===== config.mk =====
export PLATFORM = sky130hd
export DESIGN_NAME = ped_signal
export DESIGN_NICKNAME = d
export VERILOG_FILES = /design/src/rtl/ped_signal.sv
export SDC_FILE = /design/constraint.sdc
export NUM_CORES = 1
export LEC_CHECK = 0
export CAP_MARGIN = 10
export CORE_ASPECT_RATIO = 0.75
export CORE_MARGIN = 2
export CORE_UTILIZATION = 25
export CTS_CLUSTER_DIAMETER = 100
export DETAILED_ROUTE_END_ITERATION = 10
export HOLD_SLACK_MARGIN = 0.08
export PLACE_DENSITY = 0.51
export SLEW_MARGIN = 5
export SYNTH_ARGS = -nofsm -noshare
export SYNTH_HDL_FRONTEND = slang
export SYNTH_SLANG_ARGS = --single-unit

===== constraint.sdc =====
create_clock -name clk -period 2.38 [get_ports clk]
set_input_delay 0.476 -clock clk [delete_from_list [all_inputs] [get_ports clk]]
set_output_delay 0.476 -clock clk [all_outputs]
set_load 0.01 [all_outputs]

===== src/rtl/ped_signal.sv =====
// Pedestrian crossing controller: synchronized/debounced button, walk/flash/clear sequencing, safety abort.
// Press-to-btn latency is DebounceCycles+3 edges; walk/dont_walk decode combinationally from state.
module ped_signal #(
  parameter int DebounceCycles = 4,
  parameter int WalkCycles     = 16,
  parameter int FlashCycles    = 8,
  parameter int FlashPeriod    = 2
) (
  input  logic       clk,
  input  logic       res,
  input  logic       ped_btn,
  input  logic [2:0] rgb,
  output logic       btn,
  output logic       walk,
  output logic       dont_walk,
  output logic       fault
);

  localparam int MaxCycles = (WalkCycles > FlashCycles) ? WalkCycles : FlashCycles;
  localparam int CW = $clog2(MaxCycles + 1);
  localparam int DW = $clog2(DebounceCycles + 1);
  localparam int PW = $clog2(FlashPeriod + 1);

  typedef enum logic [2:0] {IDLE, WAIT_RED, WALK, FLASH, CLEAR} state_t;

  state_t          state, state_n;
  logic            sync1, sync2;
  logic            db_lvl, db_lvl_d;
  logic [DW-1:0]   db_cnt;
  logic [CW-1:0]   cnt;
  logic [PW-1:0]   fp_cnt;
  logic            flash_dw;
  logic            pending;
  logic            fault_set;
  logic            veh_red;
  logic            rise;

  assign veh_red = (rgb == 3'b100);
  assign rise    = db_lvl & ~db_lvl_d;
  assign btn     = pending;

  always_comb begin
    state_n   = state;
    fault_set = 1'b0;
    walk      = 1'b0;
    dont_walk = 1'b1;
    case (state)
      IDLE: begin
        if (pending) state_n = WAIT_RED;
      end
      WAIT_RED: begin
        if (veh_red) state_n = WALK;
      end
      WALK: begin
        walk      = 1'b1;
        dont_walk = 1'b0;
        // Losing vehicle red overrides the normal timeout.
        if (!veh_red) begin
          state_n   = IDLE;
          fault_set = 1'b1;
        end else if (cnt == CW'(WalkCycles - 1)) begin
          state_n = FLASH;
        end
      end
      FLASH: begin
        dont_walk = flash_dw;
        if (!veh_red) begin
          state_n   = IDLE;
          fault_set = 1'b1;
        end else if (cnt == CW'(FlashCycles - 1)) begin
          state_n = CLEAR;
        end
      end
      CLEAR: begin
        if (!veh_red) state_n = pending ? WAIT_RED : IDLE;
      end
      default: state_n = IDLE;
    endcase
  end

  always_ff @(posedge clk) begin
    if (res) begin
      sync1    <= 1'b0;
      sync2    <= 1'b0;
      db_lvl   <= 1'b0;
      db_lvl_d <= 1'b0;
      db_cnt   <= '0;
      state    <= IDLE;
      cnt      <= '0;
      fp_cnt   <= '0;
      flash_dw <= 1'b0;
      pending  <= 1'b0;
      fault    <= 1'b0;
    end else begin
      sync1    <= ped_btn;
      sync2    <= sync1;
      db_lvl_d <= db_lvl;

      if (sync2 != db_lvl) begin
        if (db_cnt == DW'(DebounceCycles - 1)) begin
          db_lvl <= sync2;
          db_cnt <= '0;
        end else begin
          db_cnt <= db_cnt + DW'(1);
        end
      end else begin
        db_cnt <= '0;
      end

      state <= state_n;
      if (state_n != state) begin
        cnt      <= '0;
        fp_cnt   <= '0;
        flash_dw <= 1'b0;
      end else begin
        if (state == WALK || state == FLASH) cnt <= cnt + CW'(1);
        if (state == FLASH) begin
          if (fp_cnt == PW'(FlashPeriod - 1)) begin
            fp_cnt   <= '0;
            flash_dw <= ~flash_dw;
          end else begin
            fp_cnt <= fp_cnt + PW'(1);
          end
        end
      end

      // A press is ignored only if the FSM stays in WALK; entering WALK serves the request.
      if (state != WALK && state_n == WALK)
        pending <= 1'b0;
      else if (rise && state_n != WALK)
        pending <= 1'b1;

      if (fault_set) fault <= 1'b1;
    end
  end

endmodule


==> results of run 1 <==
per-layer routing:
metal,wire [um],track usage [%],up-vias,part of all wire [%]
met4,9,3.57,0,0.50
li1,-,-,363,-
met5,0,0,-,0
met3,87,4.31,2,4.9
met2,736,13.6,13,41
met1,952,13.6,328,53
where the power goes:
part	leakage, nW	internal (W)	switching (W)
combinational	0.220	0.0000138	0.0000108
clock	0.0288	0.000147	0.000108
sequential	0.162	0.000337	0.000000849
total	0.410	0.000497	0.000119
cell families after synthesis:
kind of cell | after synthesis | synth area share [%]
mux | 3 | 3.38
simple gates | 47 | 27.3
compound gates | 12 | 10.0
fa+ha+maj | 4 | 5.41
buf+inv | 10 | 5.00
flops | 20 | 43.2
xor+xnor | 6 | 5.68
synth_stat cells (2+ instances only):
library cell / instances / area [um2]
nand2_1: 9 / 33.8
a211o_2: 2 / 20.0
nor3_1: 3 / 15.0
xor2_1: 3 / 26.3
buf_4: 2 / 15.0
nor2_1: 17 / 63.8
xnor2_1: 3 / 26.3
dfxtp_1: 20 / 400
and3_1: 2 / 12.5
a21oi_1: 5 / 25.0
and4bb_2: 2 / 25.0
ha_1: 4 / 50.1
inv_1: 4 / 15.0
mux2i_1: 2 / 20.0
clkbuf_1: 3 / 11.3
nor2b_1: 4 / 25.0
worst max-delay path, stage by stage (launching register included):
cell and delay (ns):
dfxtp_1 0.54, nand2b_1 0.14, nor2_1 0.11, clkdlybuf4s50_1 0.55
final timing paths:
check / slack, ns / cells past startpoint / to
worst max-delay path: 0.31 / 3 / walk
worst min-delay path: 0.43 / 1 / db_cnt[0]
worst max register to register: 0.42 / 7 / cnt[1]
worst min register to register: 0.43 / 1 / db_cnt[0]
metrics by stage:
stage	total power, W	util [%]	cells	worst slack, ns	hold WS (ns)
after floorplan	0.000356	-	102	0.583	0.399
after global placement	0.000369	29.7	160	0.111	0.407
after detailed placement	0.000370	29.7	160	0.0626	0.417
after CTS	0.000632	31.2	164	0.288	0.427
after global routing	0.000648	31.2	164	0.181	0.459
final	0.000617	31.2	164	0.309	0.428
state kept, by name, summed over array words and instances (netlist names):
signal and cells:
cnt 5, db_cnt 3, state 3, fp_cnt 2, btn 1, db_lvl 1, db_lvl_d 1, fault 1
flash_dw 1, sync1 1, sync2 1
area by class of cell:
cell class / instances / area, um2
multi-input combinational: 72 / 479
inverter: 4 / 15.0
sequential: 20 / 400
timing repair buffer: 12 / 113
fill: 384 / 2490
clock buffer: 4 / 55.1
tap: 52 / 65.1
==> out/qor.csv, run 1 <==
metric,value,unit
status,"complete, no violations",
mostFrequentLayoutCell,dfxtp_1,
synth_edf_count,0,
antenna_found_initial,0,
cap_violations,0,
die_w,74.3,um
core_area,3610,um2
synthToLayoutAreaGrowth,21.8,%
tns,0,ns
cts_resized,0,
grt_pass1_vias,701,
routabilityCongestion,0.713,
finalCriticalPeriod,2.07,ns
grt_max_degree,15,
tightest_slew,0.452,ns
period_share,87.0,%
wirelength,1790,um
insertion_delay,0.26,ns
initial_core_util,25.6,%
ys_async_sr_fraction,0,%
io_buffers,9,
holdBufCountCts,0,
finalInstanceArea,1130,um2
ant_nets,0,
synthesis.area,926,um2
critPathKind,reg -> out,
synth_cell_type_count,33,
clk_pin_slew,0.07,ns
hold_viol,0,
crit_path_start_kind,flop,
slew_headroom,69.1,%
wl_per_cell,10.9,um
final_cell_mix,"dfxtp_1 (20), nor2_1 (17), nand2_1 (9), clkdlybuf4s50_1 (9), a21oi_1 (5)",
grt_use_total,9.92,%
critPathArrivalTime,1.60,ns
grt_setup_unrepaired,no,
hold_path.class,reg -> reg,
cts-root-buf,clkbuf_8,
rows,19,
drt_iter0_markers,72,
gr-total-overflow,0,
final-max-slew-violation-count,0,
cts_tree,built,
cts_buffers,3,
cts.sinks,20,
ys_seq_elements,20,
peakVddDrop,0.000178,V
critical_path_required,1.90,ns
hold_start,db_cnt[0],
die_h,56.7,um
ys_warn_count,0,
dp.final_hpwl,1310,um
synth_ff_type,dfxtp_1,
num_vias,706,
drc,0,
synthCells,102,
die-area,4210,um2
syn-num-nets,112,
ys_seq_area_share,43.2,%
startpoint,state[1],
skew,0.00325,ns
crit_fanout,11,
powerDensity,547,nW/um2
worstReg2RegStart,cnt[0],
setup_violations,0,
clk_path_buf_depth,2,
synth_area_per_cell,9.08,um2
cts_max_level,1,
cts_setup_buffers,0,
leakage,0.410,nW
vias_per_cell,4.30,
fmax,483,MHz
antennaDiodeCount,0,
io-pin-count,10,
drive_above_1_share,14.3,%
postPlaceCellArea,1070,um2
final_nets,123,
first_pass_iters,3,
grt_pass1_wl,3180,um
end_kind,primary output,
Power figures use the tool's default switching activity.
==> run 2, diff against run 1 <==
--- a/config.mk
+++ b/config.mk
@@ -5,7 +5,6 @@
 export SDC_FILE = /design/constraint.sdc
 export NUM_CORES = 1
 export LEC_CHECK = 0
-export CAP_MARGIN = 10
 export CORE_ASPECT_RATIO = 0.75
 export CORE_MARGIN = 2
 export CORE_UTILIZATION = 25
==> results of run 2 <==
No change in the layout: final DEF, timing and power equal those of run 1.
==> run 3, diff against run 2 <==
--- a/config.mk
+++ b/config.mk
@@ -10,8 +10,9 @@
 export CORE_UTILIZATION = 25
 export CTS_CLUSTER_DIAMETER = 100
 export DETAILED_ROUTE_END_ITERATION = 10
+export DONT_BUFFER_PORTS = 1
 export HOLD_SLACK_MARGIN = 0.08
-export PLACE_DENSITY = 0.51
+export PLACE_DENSITY = 0.47
 export SLEW_MARGIN = 5
 export SYNTH_ARGS = -nofsm -noshare
 export SYNTH_HDL_FRONTEND = slang
==> out/qor.csv, run 3 (same netlist as run 1, synthesis figures left out) <==
metric,value,unit
insertion_delay,0.25,ns
dp.final_hpwl,1230,um
routabilityCongestion,0.721,
mostFrequentLayoutCell,dfxtp_1,
dp_slack,0.476,ns
cts_setup_buffers,0,
fmax,528,MHz
end_kind,flop,
drc,0,
grt_max_degree,15,
grt_pass1_vias,633,
drt_iter0_markers,66,
setup_violations,0,
cp_cell_sequence,"ha_1, and3_1, ha_1, nand4bb_1, a2111oi_0, a211o_2, nor2_1",
cts_resized,0,
cts-root-buf,clkbuf_8,
die_h,56.7,um
rows,19,
wl_per_cell,11.3,um
antenna_found_initial,0,
vias_per_cell,4.37,
critPathMaxStageDelay,0.46,ns
setup_ws,0.487,ns
period_share,79.5,%
final_cell_mix,"dfxtp_1 (20), nor2_1 (17), nand2_1 (9)",
final-max-slew-violation-count,0,
crit_path_start_kind,flop,
seqCellArea,400,um2
cts_max_level,1,
critical_path_required,2.53,ns
skew,0.00111,ns
top_register,cnt,
io-pin-count,10,
hold_path.class,in -> reg,
crit_buf_inv,0,
largest_reg_flops,5,
wirelength,1730,um
critPathKind,reg -> reg,
cp_slowest_cell,a2111oi_0,
nFillCells,403,
crit_fanout,8,
ant_nets,0,
synthToLayoutAreaGrowth,10.4,%
core_area,3610,um2
cts.sinks,20,
cp_top_family,compound AO/OA/AOI/OAI gates,
num_vias,669,
status,"complete, no violations",
cts_tree,built,
reg.largest.list,"cnt (5), db_cnt (3), state (3)",
tightest_slew,0.421,ns
grt_use_total,8.69,%
cap_violations,0,
clk_pin_slew,0.07,ns
grt_setup_unrepaired,no,
die_w,74.3,um
tns,0,ns
critPathArrivalTime,2.04,ns
drive_above_1_share,13.9,%
initial_core_util,25.6,%
clk_path_buf_depth,2,
grt_pass1_wl,2770,um
die-area,4210,um2
finalCriticalPeriod,1.89,ns
holdBufCountCts,0,
slew_headroom,71.2,%
peakVddDrop,0.000204,V
final_nets,112,
powerDensity,591,nW/um2
leakage,0.367,nW
antennaDiodeCount,0,
cts_buffers,3,
first_pass_iters,4,
hold_viol,0,
multi_input_area,479,um2
io_buffers,0,
gr-total-overflow,0,
crit_top_cell,ha_1,
## run 3: changes by cell type in the layout (fill, tap and decap cells not counted)
cell             previous run  this run
clkdlybuf4s50_1             9         0
buf_4                       3         1
## run 3: final timing paths
path,from,end,slack (ns),cells after the start
worst min-delay path,res,db_lvl_d,0.28,1
worst max register to register,cnt[0],fp_cnt[1],0.49,7
worst min register to register,fp_cnt[1],fp_cnt[1],0.44,2
worst max-delay path,cnt[0],fp_cnt[1],0.49,7
## run 3: routing by layer
layer  wire length [um]  track usage [%]
met5                  0                0
met4                 14             4.59
met3                106             3.59
met2                725             12.4
met1                884             11.1
## run 3: power breakdown
group	internal, W	switching, W	leakage, nW	total [W]
registers	0.000336	0.000000888	0.162	0.000337
logic	0.00000491	0.00000548	0.177	0.0000104
clock network	0.000147	0.000110	0.0288	0.000257
total	0.000488	0.000116	0.367	0.000604
## run 3: layout make-up
cell class	count	share of cell area (%)
multi-input combinational	72	46.9
sequential	20	39.2
tap	52	6.36
clock buffer	4	5.39
inverter	4	1.47
timing repair buffer	1	0.734
## run 3: worst reg2reg max path, cell delays in order, from the launching register on
cell and delay, ns:
dfxtp_1 0.38, ha_1 0.20, and3_1 0.17, ha_1 0.15, nand4bb_1 0.10, a2111oi_0 0.46, a211o_2 0.27, nor2_1 0.07
## run 3: through the flow
stage               utilization (%)  std cells  power [W]  hold WS (ns)  instance area [um2]
floorplan                         -        102   0.000356         0.399                  926
global placement               26.8        149   0.000355         0.408                  967
detailed placement             26.8        149   0.000356         0.427                  967
global route                   28.3        153   0.000629         0.269                 1020
CTS                            28.3        153   0.000615         0.276                 1020
finish                         28.3        153   0.000604         0.284                 1020
